==> src/rtl/execute_if.sv <==
// Handshake and data bundle between decode and the execute stage.
// Decode drives the master side; the execute stage is the slave.
interface execute_if;
    logic        valid_i;
    logic [4:0]  alu_op_i;
    logic        src_b_sel_i;
    logic [31:0] reg_a_i;
    logic [31:0] reg_b_i;
    logic [31:0] imm_ext_i;
    logic [4:0]  rd_addr_i;
    logic        regfile_wen_i;
    logic        stall_o;
    logic        valid_o;
    logic [31:0] alu_out_o;
    logic [4:0]  rd_addr_o;
    logic        regfile_wen_o;

    modport master (
        output valid_i, alu_op_i, src_b_sel_i, reg_a_i, reg_b_i, imm_ext_i,
               rd_addr_i, regfile_wen_i,
        input  stall_o, valid_o, alu_out_o, rd_addr_o, regfile_wen_o
    );

    modport slave (
        input  valid_i, alu_op_i, src_b_sel_i, reg_a_i, reg_b_i, imm_ext_i,
               rd_addr_i, regfile_wen_i,
        output stall_o, valid_o, alu_out_o, rd_addr_o, regfile_wen_o
    );
endinterface

==> src/rtl/execute.sv <==
// RV32IM execute stage: single-cycle ALU, iterative radix-2 multiply/divide
// unit that stalls upstream, and the registered EX/WB boundary.
module execute #(
    parameter bit MD_EN = 1'b1
) (
    input  logic     clk_i,
    input  logic     rst_i,
    execute_if.slave ex
);
    localparam logic [1:0] S_IDLE = 2'd0;
    localparam logic [1:0] S_BUSY = 2'd1;
    localparam logic [1:0] S_DONE = 2'd2;

    localparam logic [4:0] OP_ADD    = 5'd0;
    localparam logic [4:0] OP_SUB    = 5'd1;
    localparam logic [4:0] OP_SLL    = 5'd2;
    localparam logic [4:0] OP_SLT    = 5'd3;
    localparam logic [4:0] OP_SLTU   = 5'd4;
    localparam logic [4:0] OP_XOR    = 5'd5;
    localparam logic [4:0] OP_SRL    = 5'd6;
    localparam logic [4:0] OP_SRA    = 5'd7;
    localparam logic [4:0] OP_OR     = 5'd8;
    localparam logic [4:0] OP_AND    = 5'd9;
    localparam logic [4:0] OP_MUL    = 5'd10;
    localparam logic [4:0] OP_MULH   = 5'd11;
    localparam logic [4:0] OP_MULHSU = 5'd12;
    localparam logic [4:0] OP_MULHU  = 5'd13;
    localparam logic [4:0] OP_DIV    = 5'd14;
    localparam logic [4:0] OP_DIVU   = 5'd15;
    localparam logic [4:0] OP_REM    = 5'd16;
    localparam logic [4:0] OP_REMU   = 5'd17;

    logic [1:0]  state_reg, state_next;
    logic [4:0]  count_reg;
    logic [4:0]  op_reg;
    logic [4:0]  rd_reg;
    logic        wen_reg;
    logic        special_reg;
    logic        sign_q_reg;
    logic        sign_r_reg;
    logic [31:0] x_reg;
    logic [63:0] p_reg;

    logic [31:0] op_b;
    logic [4:0]  shamt;
    logic [31:0] alu_result;

    assign op_b  = ex.src_b_sel_i ? ex.imm_ext_i : ex.reg_b_i;
    assign shamt = op_b[4:0];

    always_comb begin
        alu_result = 32'd0;
        case (ex.alu_op_i)
            OP_ADD:  alu_result = ex.reg_a_i + op_b;
            OP_SUB:  alu_result = ex.reg_a_i - op_b;
            OP_SLL:  alu_result = ex.reg_a_i << shamt;
            OP_SLT:  alu_result = {31'd0, $signed(ex.reg_a_i) < $signed(op_b)};
            OP_SLTU: alu_result = {31'd0, ex.reg_a_i < op_b};
            OP_XOR:  alu_result = ex.reg_a_i ^ op_b;
            OP_SRL:  alu_result = ex.reg_a_i >> shamt;
            OP_SRA:  alu_result = $unsigned($signed(ex.reg_a_i) >>> shamt);
            OP_OR:   alu_result = ex.reg_a_i | op_b;
            OP_AND:  alu_result = ex.reg_a_i & op_b;
            default: alu_result = 32'd0;
        endcase
    end

    // Without the M unit, M opcodes fall through the ALU as reserved (result 0).
    logic op_in_m_range;
    logic is_m_op;
    assign op_in_m_range = (ex.alu_op_i >= OP_MUL) && (ex.alu_op_i <= OP_REMU);

    generate
        if (MD_EN) begin : g_md
            assign is_m_op = op_in_m_range;
        end else begin : g_no_md
            assign is_m_op = 1'b0;
        end
    endgenerate

    logic        start_m;
    logic        op_is_div;
    logic        a_signed, b_signed;
    logic        a_neg, b_neg;
    logic [31:0] mag_a, mag_b;
    logic        div_by_zero, div_ovf, is_special;
    logic [31:0] special_val;

    assign start_m   = (state_reg == S_IDLE) && ex.valid_i && is_m_op;
    assign op_is_div = (ex.alu_op_i >= OP_DIV);
    assign a_signed  = (ex.alu_op_i == OP_MUL) || (ex.alu_op_i == OP_MULH) ||
                       (ex.alu_op_i == OP_MULHSU) || (ex.alu_op_i == OP_DIV) ||
                       (ex.alu_op_i == OP_REM);
    assign b_signed  = (ex.alu_op_i == OP_MUL) || (ex.alu_op_i == OP_MULH) ||
                       (ex.alu_op_i == OP_DIV) || (ex.alu_op_i == OP_REM);
    assign a_neg     = a_signed && ex.reg_a_i[31];
    assign b_neg     = b_signed && op_b[31];
    assign mag_a     = a_neg ? (32'd0 - ex.reg_a_i) : ex.reg_a_i;
    assign mag_b     = b_neg ? (32'd0 - op_b) : op_b;

    assign div_by_zero = op_is_div && (op_b == 32'd0);
    assign div_ovf     = ((ex.alu_op_i == OP_DIV) || (ex.alu_op_i == OP_REM)) &&
                         (ex.reg_a_i == 32'h8000_0000) && (op_b == 32'hFFFF_FFFF);
    assign is_special  = div_by_zero || div_ovf;

    always_comb begin
        special_val = 32'd0;
        if (div_by_zero) begin
            special_val = ((ex.alu_op_i == OP_DIV) || (ex.alu_op_i == OP_DIVU)) ?
                          32'hFFFF_FFFF : ex.reg_a_i;
        end else if (div_ovf) begin
            special_val = (ex.alu_op_i == OP_DIV) ? 32'h8000_0000 : 32'd0;
        end
    end

    always_comb begin
        state_next = state_reg;
        case (state_reg)
            S_IDLE:  if (start_m) state_next = is_special ? S_DONE : S_BUSY;
            S_BUSY:  if (count_reg == 5'd31) state_next = S_DONE;
            S_DONE:  state_next = S_IDLE;
            default: state_next = S_IDLE;
        endcase
    end

    assign ex.stall_o = !rst_i && (start_m || (state_reg == S_BUSY));

    // One radix-2 step. Multiply: p = {acc, multiplier}, x = multiplicand.
    // Divide: p = {partial remainder, dividend/quotient}, x = divisor.
    logic [32:0] mul_sum;
    logic [63:0] mul_next;
    logic [32:0] div_shift;
    logic        div_ge;
    logic [31:0] div_diff;
    logic [63:0] div_next;
    logic        op_reg_is_mul;

    assign mul_sum   = {1'b0, p_reg[63:32]} + (p_reg[0] ? {1'b0, x_reg} : 33'd0);
    assign mul_next  = {mul_sum, p_reg[31:1]};
    assign div_shift = {p_reg[63:32], p_reg[31]};
    assign div_ge    = div_shift >= {1'b0, x_reg};
    assign div_diff  = div_shift[31:0] - x_reg;
    assign div_next  = {(div_ge ? div_diff : div_shift[31:0]), p_reg[30:0], div_ge};
    assign op_reg_is_mul = (op_reg <= OP_MULHU);

    logic [63:0] prod_fix;
    logic [31:0] quo_fix, rem_fix;
    logic [31:0] m_result;

    assign prod_fix = sign_q_reg ? (64'd0 - p_reg) : p_reg;
    assign quo_fix  = sign_q_reg ? (32'd0 - p_reg[31:0]) : p_reg[31:0];
    assign rem_fix  = sign_r_reg ? (32'd0 - p_reg[63:32]) : p_reg[63:32];

    always_comb begin
        m_result = 32'd0;
        if (special_reg) begin
            m_result = x_reg;
        end else begin
            case (op_reg)
                OP_MUL:                       m_result = prod_fix[31:0];
                OP_MULH, OP_MULHSU, OP_MULHU: m_result = prod_fix[63:32];
                OP_DIV, OP_DIVU:              m_result = quo_fix;
                default:                      m_result = rem_fix;
            endcase
        end
    end

    always_ff @(posedge clk_i or posedge rst_i) begin
        if (rst_i) begin
            state_reg   <= S_IDLE;
            count_reg   <= 5'd0;
            op_reg      <= 5'd0;
            rd_reg      <= 5'd0;
            wen_reg     <= 1'b0;
            special_reg <= 1'b0;
            sign_q_reg  <= 1'b0;
            sign_r_reg  <= 1'b0;
            x_reg       <= 32'd0;
            p_reg       <= 64'd0;
        end else begin
            state_reg <= state_next;
            if (start_m) begin
                op_reg      <= ex.alu_op_i;
                rd_reg      <= ex.rd_addr_i;
                wen_reg     <= ex.regfile_wen_i;
                special_reg <= is_special;
                count_reg   <= 5'd0;
                sign_q_reg  <= a_neg ^ b_neg;
                sign_r_reg  <= a_neg;
                if (is_special) begin
                    x_reg <= special_val;
                    p_reg <= 64'd0;
                end else if (op_is_div) begin
                    x_reg <= mag_b;
                    p_reg <= {32'd0, mag_a};
                end else begin
                    x_reg <= mag_a;
                    p_reg <= {32'd0, mag_b};
                end
            end else if (state_reg == S_BUSY) begin
                p_reg     <= op_reg_is_mul ? mul_next : div_next;
                count_reg <= count_reg + 5'd1;
            end
        end
    end

    // EX/WB boundary: M result in DONE, ALU result when idle, bubble otherwise.
    always_ff @(posedge clk_i or posedge rst_i) begin
        if (rst_i) begin
            ex.valid_o       <= 1'b0;
            ex.alu_out_o     <= 32'd0;
            ex.rd_addr_o     <= 5'd0;
            ex.regfile_wen_o <= 1'b0;
        end else if (state_reg == S_DONE) begin
            ex.valid_o       <= 1'b1;
            ex.alu_out_o     <= m_result;
            ex.rd_addr_o     <= rd_reg;
            ex.regfile_wen_o <= wen_reg;
        end else if ((state_reg == S_IDLE) && ex.valid_i && !is_m_op) begin
            ex.valid_o       <= 1'b1;
            ex.alu_out_o     <= alu_result;
            ex.rd_addr_o     <= ex.rd_addr_i;
            ex.regfile_wen_o <= ex.regfile_wen_i;
        end else begin
            ex.valid_o       <= 1'b0;
            ex.regfile_wen_o <= 1'b0;
        end
    end
endmodule

==> src/flat_wrapper.sv <==
// flat-port wrapper written by rule: the top's interface ports become plain ports
module execute_flat 
#(
    parameter bit MD_EN = 1'b1
)
  (clk_i, rst_i, ex_valid_i, ex_alu_op_i, ex_src_b_sel_i, ex_reg_a_i, ex_reg_b_i, ex_imm_ext_i, ex_rd_addr_i, ex_regfile_wen_i, ex_stall_o, ex_valid_o, ex_alu_out_o, ex_rd_addr_o, ex_regfile_wen_o);
  execute_if ex_i ();
  input  logic clk_i;
  input  logic rst_i;
  input wire logic [$bits(ex_i.valid_i)-1:0] ex_valid_i;
  input wire logic [$bits(ex_i.alu_op_i)-1:0] ex_alu_op_i;
  input wire logic [$bits(ex_i.src_b_sel_i)-1:0] ex_src_b_sel_i;
  input wire logic [$bits(ex_i.reg_a_i)-1:0] ex_reg_a_i;
  input wire logic [$bits(ex_i.reg_b_i)-1:0] ex_reg_b_i;
  input wire logic [$bits(ex_i.imm_ext_i)-1:0] ex_imm_ext_i;
  input wire logic [$bits(ex_i.rd_addr_i)-1:0] ex_rd_addr_i;
  input wire logic [$bits(ex_i.regfile_wen_i)-1:0] ex_regfile_wen_i;
  output wire logic [$bits(ex_i.stall_o)-1:0] ex_stall_o;
  output wire logic [$bits(ex_i.valid_o)-1:0] ex_valid_o;
  output wire logic [$bits(ex_i.alu_out_o)-1:0] ex_alu_out_o;
  output wire logic [$bits(ex_i.rd_addr_o)-1:0] ex_rd_addr_o;
  output wire logic [$bits(ex_i.regfile_wen_o)-1:0] ex_regfile_wen_o;
  assign ex_i.valid_i = ex_valid_i;
  assign ex_i.alu_op_i = ex_alu_op_i;
  assign ex_i.src_b_sel_i = ex_src_b_sel_i;
  assign ex_i.reg_a_i = ex_reg_a_i;
  assign ex_i.reg_b_i = ex_reg_b_i;
  assign ex_i.imm_ext_i = ex_imm_ext_i;
  assign ex_i.rd_addr_i = ex_rd_addr_i;
  assign ex_i.regfile_wen_i = ex_regfile_wen_i;
  assign ex_stall_o = ex_i.stall_o;
  assign ex_valid_o = ex_i.valid_o;
  assign ex_alu_out_o = ex_i.alu_out_o;
  assign ex_rd_addr_o = ex_i.rd_addr_o;
  assign ex_regfile_wen_o = ex_i.regfile_wen_o;
  execute #(.MD_EN(MD_EN)) u_core (.clk_i(clk_i), .rst_i(rst_i), .ex(ex_i));
endmodule
==> config.mk <==
export PLATFORM = sky130hd
export DESIGN_NAME = execute_flat
export DESIGN_NICKNAME = d
export VERILOG_FILES = /design/src/rtl/execute_if.sv /design/src/rtl/execute.sv /design/src/flat_wrapper.sv
export SDC_FILE = /design/constraint.sdc
export NUM_CORES = 1
export LEC_CHECK = 0
export BUFFER_PORTS_ARGS = -buffer_cell sky130_fd_sc_hd__buf_2
export CORE_ASPECT_RATIO = 1.25
export CORE_MARGIN = 3
export CORE_UTILIZATION = 50
export CTS_CLUSTER_SIZE = 25
export DETAILED_ROUTE_END_ITERATION = 7
export PLACE_DENSITY = 0.68
export SLEW_MARGIN = 40
export SYNTH_ARGS = -nofsm -noshare
export SYNTH_HDL_FRONTEND = slang
export SYNTH_SLANG_ARGS = --single-unit
==> constraint.sdc <==
create_clock -name clk_i -period 5.19 [get_ports clk_i]
set_input_delay 0.2595 -clock clk_i [delete_from_list [all_inputs] [get_ports clk_i]]
set_output_delay 0.2595 -clock clk_i [all_outputs]
set_load 0.005 [all_outputs]
==> results.md <==
* Vias in the first global route at 28300
* CP arrival at 4870 ps
* Hold Crit Class: in -> reg
* Synth-to-Final Area Change at 9.43%
* Max Freq at 221 MHz
* Placer Congestion at 1.13
* Total gr overflow at 0
* EDFF count, synth at 0
* Vias at 29800
* Num rows at 91
* RSZ-0062 raised after global routing: false
* Synth Register Bits at 156
* CTS tree: done
* Worst VDD drop at 0.000323 V
* Post-synthesis sequential area ratio at 15.6%
* Num ports at 151
* Mapped Nets at 3858
* Fin crit period at 4530 ps
* Setup WS post-layout at 664 ps
* DRC at 0
* Max-slew headroom at 37.3%
* Slew at the pin with the worst max-slew slack at 931 ps
* Slew Viols, Final at 0
* CP Capture Type: register
* Worst Setup Path Type: reg -> reg
* Worst-case clock buffer depth at 2
* Ys async rst share at 100%
* Period utilization at 87.2%
* Die area at 52900 um^2
* Max reg flops at 64
* Core box area at 49500 um^2
* Starting Density at 50.7%
* Status: completed
* Clock skew at 16.9 ps
* CTS sink count at 156
* Setup slack after placement at 562 ps
* Clk_lat worst skew at 470 ps
* Layout cells sized above 1 at 11.7%
* H-tree depth at 4
* Startpoint types: register
* DR pass1 iterations at 8
* P_leak at 11.5 nW
* Detailed Route WL at 132000 um
* Setup TNS at 0 ps
* Synth warn at 0
* Wire per inst at 30.9 um
* Num CTS Buffers at 17
* DIE HEIGHT at 256 um
* Worst-path cell chain: clkinv_1, nor2_1, ha_1, a211oi_1, o21ai_0, a21oi_1, o21ai_0, a311oi_1, o22ai_1, a311oi_1, o221ai_1, a211oi_1, o31ai_1
* Critical path fanouts, max at 11
* Main synth FF type: dfrtp_1
* Initial antenna violation count at 4
* ANT nets after route at 0
* Global-route wire length before repair at 190000 um
* Largest net degree at the start of global routing at 72
* Setup violators final at 0
* Port bufs at 150
* # Max-Cap Violations at 0
* Critical path required time at 5540 ps
* Avg Cell Area, Syn at 7.02 um^2
* Root Driver: clkbuf_16
* CTS clk-pin slew, worst paths at 70 ps
* Setup bufs post-CTS at 0
* Die X at 206 um
* Largest stage delay, worst path at 680 ps
* Synth cell types at 88
* DRT iter0 DRCs at 3956
* Gate Count Post-Synth at 3572
* Final hold vios at 0
* Critical path's slowest cell: a311oi_1
* Global Route Usage Sum at 48.4%
* Synthesized area at 25100 um^2
* DR vias/cell at 6.99
* Final #Nets at 3885
* Pwr per Cell Area at 486 nW/um^2
* Dpl hpwl at 103000 um
==> repair_timing <==
action | in CTS | in global routing
gates resized for setup | 0 | 0
hold endpoints to repair | 74 | 0
hold buffers | 6 | 0
==> Yosys cell counts (68+ instances only) <==
library cell	instances	area share (%)
inv_1	149	2.2
a211oi_1	68	2.0
clkbuf_1	231	3.5
nor2_1	342	5.1
nand2_1	408	6.1
xor2_1	68	2.4
a21oi_1	328	6.5
o21ai_0	321	6.4
xnor2_1	135	4.7
mux2i_1	127	5.1
ha_1	171	8.5
nor3_1	79	1.6
nand3_1	81	1.6
dfrtp_1	156	16
==> metal layers <==
metal,share of wire (%),GRT usage [%],vias to the layer above
li1,-,-,13200
met3,9.8,10.7,670
met1,34,54.8,14000
met2,44,76.1,2004
met5,0.0083,0,-
met4,12,42.2,2
==> per-stage QoR <==
step                instance area (um^2)  power, mW  cells  hold WS, ps  util, %
finish                             27500       13.4   4268         31.4     55.4
global route                       27500       14.3   4265         32.1     55.4
CTS                                27400       13.1   4262         6.14     55.4
detailed placement                 26800       11.7   4224          414     54.0
global placement                   26700       11.6   4223          412     54.0
floorplan                          25100       8.94   3572          365        -
==> area by class of cell <==
type,instances,area [um^2]
fillers,5002,22100
multi-input cells,2969,19600
flip-flops and latches,156,3910
repair buffers,299,1940
well taps,651,815
inverters,156,593
clock buffers,19,443
clock inverters,13,155
diodes,5,12.5
==> cells in the final DEF, fill, tap and decap left out, types with 57 or more instances in the layout <==
cell type    n
mux2i_1    123
dfrtp_1    155
nor3_1      78
xor2_1      68
a21oi_1    328
a211oi_1    68
nand3_1     81
buf_4      137
buf_2      150
inv_1      146
xnor2_1    135
nand2_1    408
o21ai_0    319
a31oi_1     57
nor2_1     338
ha_1       171
==> critical path: cells and delay by family (launching register included) <==
| family | cells | cell delay [ps] |
|---|---|---|
| AO/OA/AOI/OAI | 10 | 3110 |
| flip-flops | 1 | 430 |
| buffers and inverters | 1 | 350 |
| adder cells (fa/ha/maj) | 1 | 310 |
| AND/OR/NAND/NOR | 1 | 210 |
==> where the power goes <==
| group | total (mW) | switching, mW | internal (mW) |
|---|---|---|---|
| clock | 1.35 | 0.612 | 0.735 |
| sequential | 2.76 | 0.989 | 1.77 |
| combinational | 9.25 | 5.70 | 3.55 |
==> final timing paths <==
kind	cells past startpoint	end	slack, ps	startpoint
worst max-delay path	13	u_core.p_reg[63]	660	u_core.p_reg[0]
worst min-delay path	3	u_core.rd_reg[3]	30	ex_rd_addr_i[3]
worst max register to register	13	u_core.p_reg[63]	660	u_core.p_reg[0]
worst min register to register	2	u_core.rd_reg[0]	480	u_core.rd_reg[0]
max in group asynchronous	4	u_core.ex.alu_out_o[4]	3580	rst_i
min in group asynchronous	3	u_core.count_reg[3]	480	rst_i
==> cell families (layout without fill, tap and decap cells) <==
family / Yosys count / count (layout) / share of synthesized area, %
AOI/OAI and AO/OA: 1271 / 1271 / 32.4
and+or+nand+nor: 1157 / 1157 / 21.1
buffers and inverters: 447 / 487 / 7.02
xor gates and xnor gates: 203 / 203 / 7.09
adders and majority gates: 175 / 175 / 8.85
muxes: 163 / 163 / 8.07
DFF: 156 / 156 / 15.6
other: 0 / 5 / 0
(Power assumes the default switching activity.)
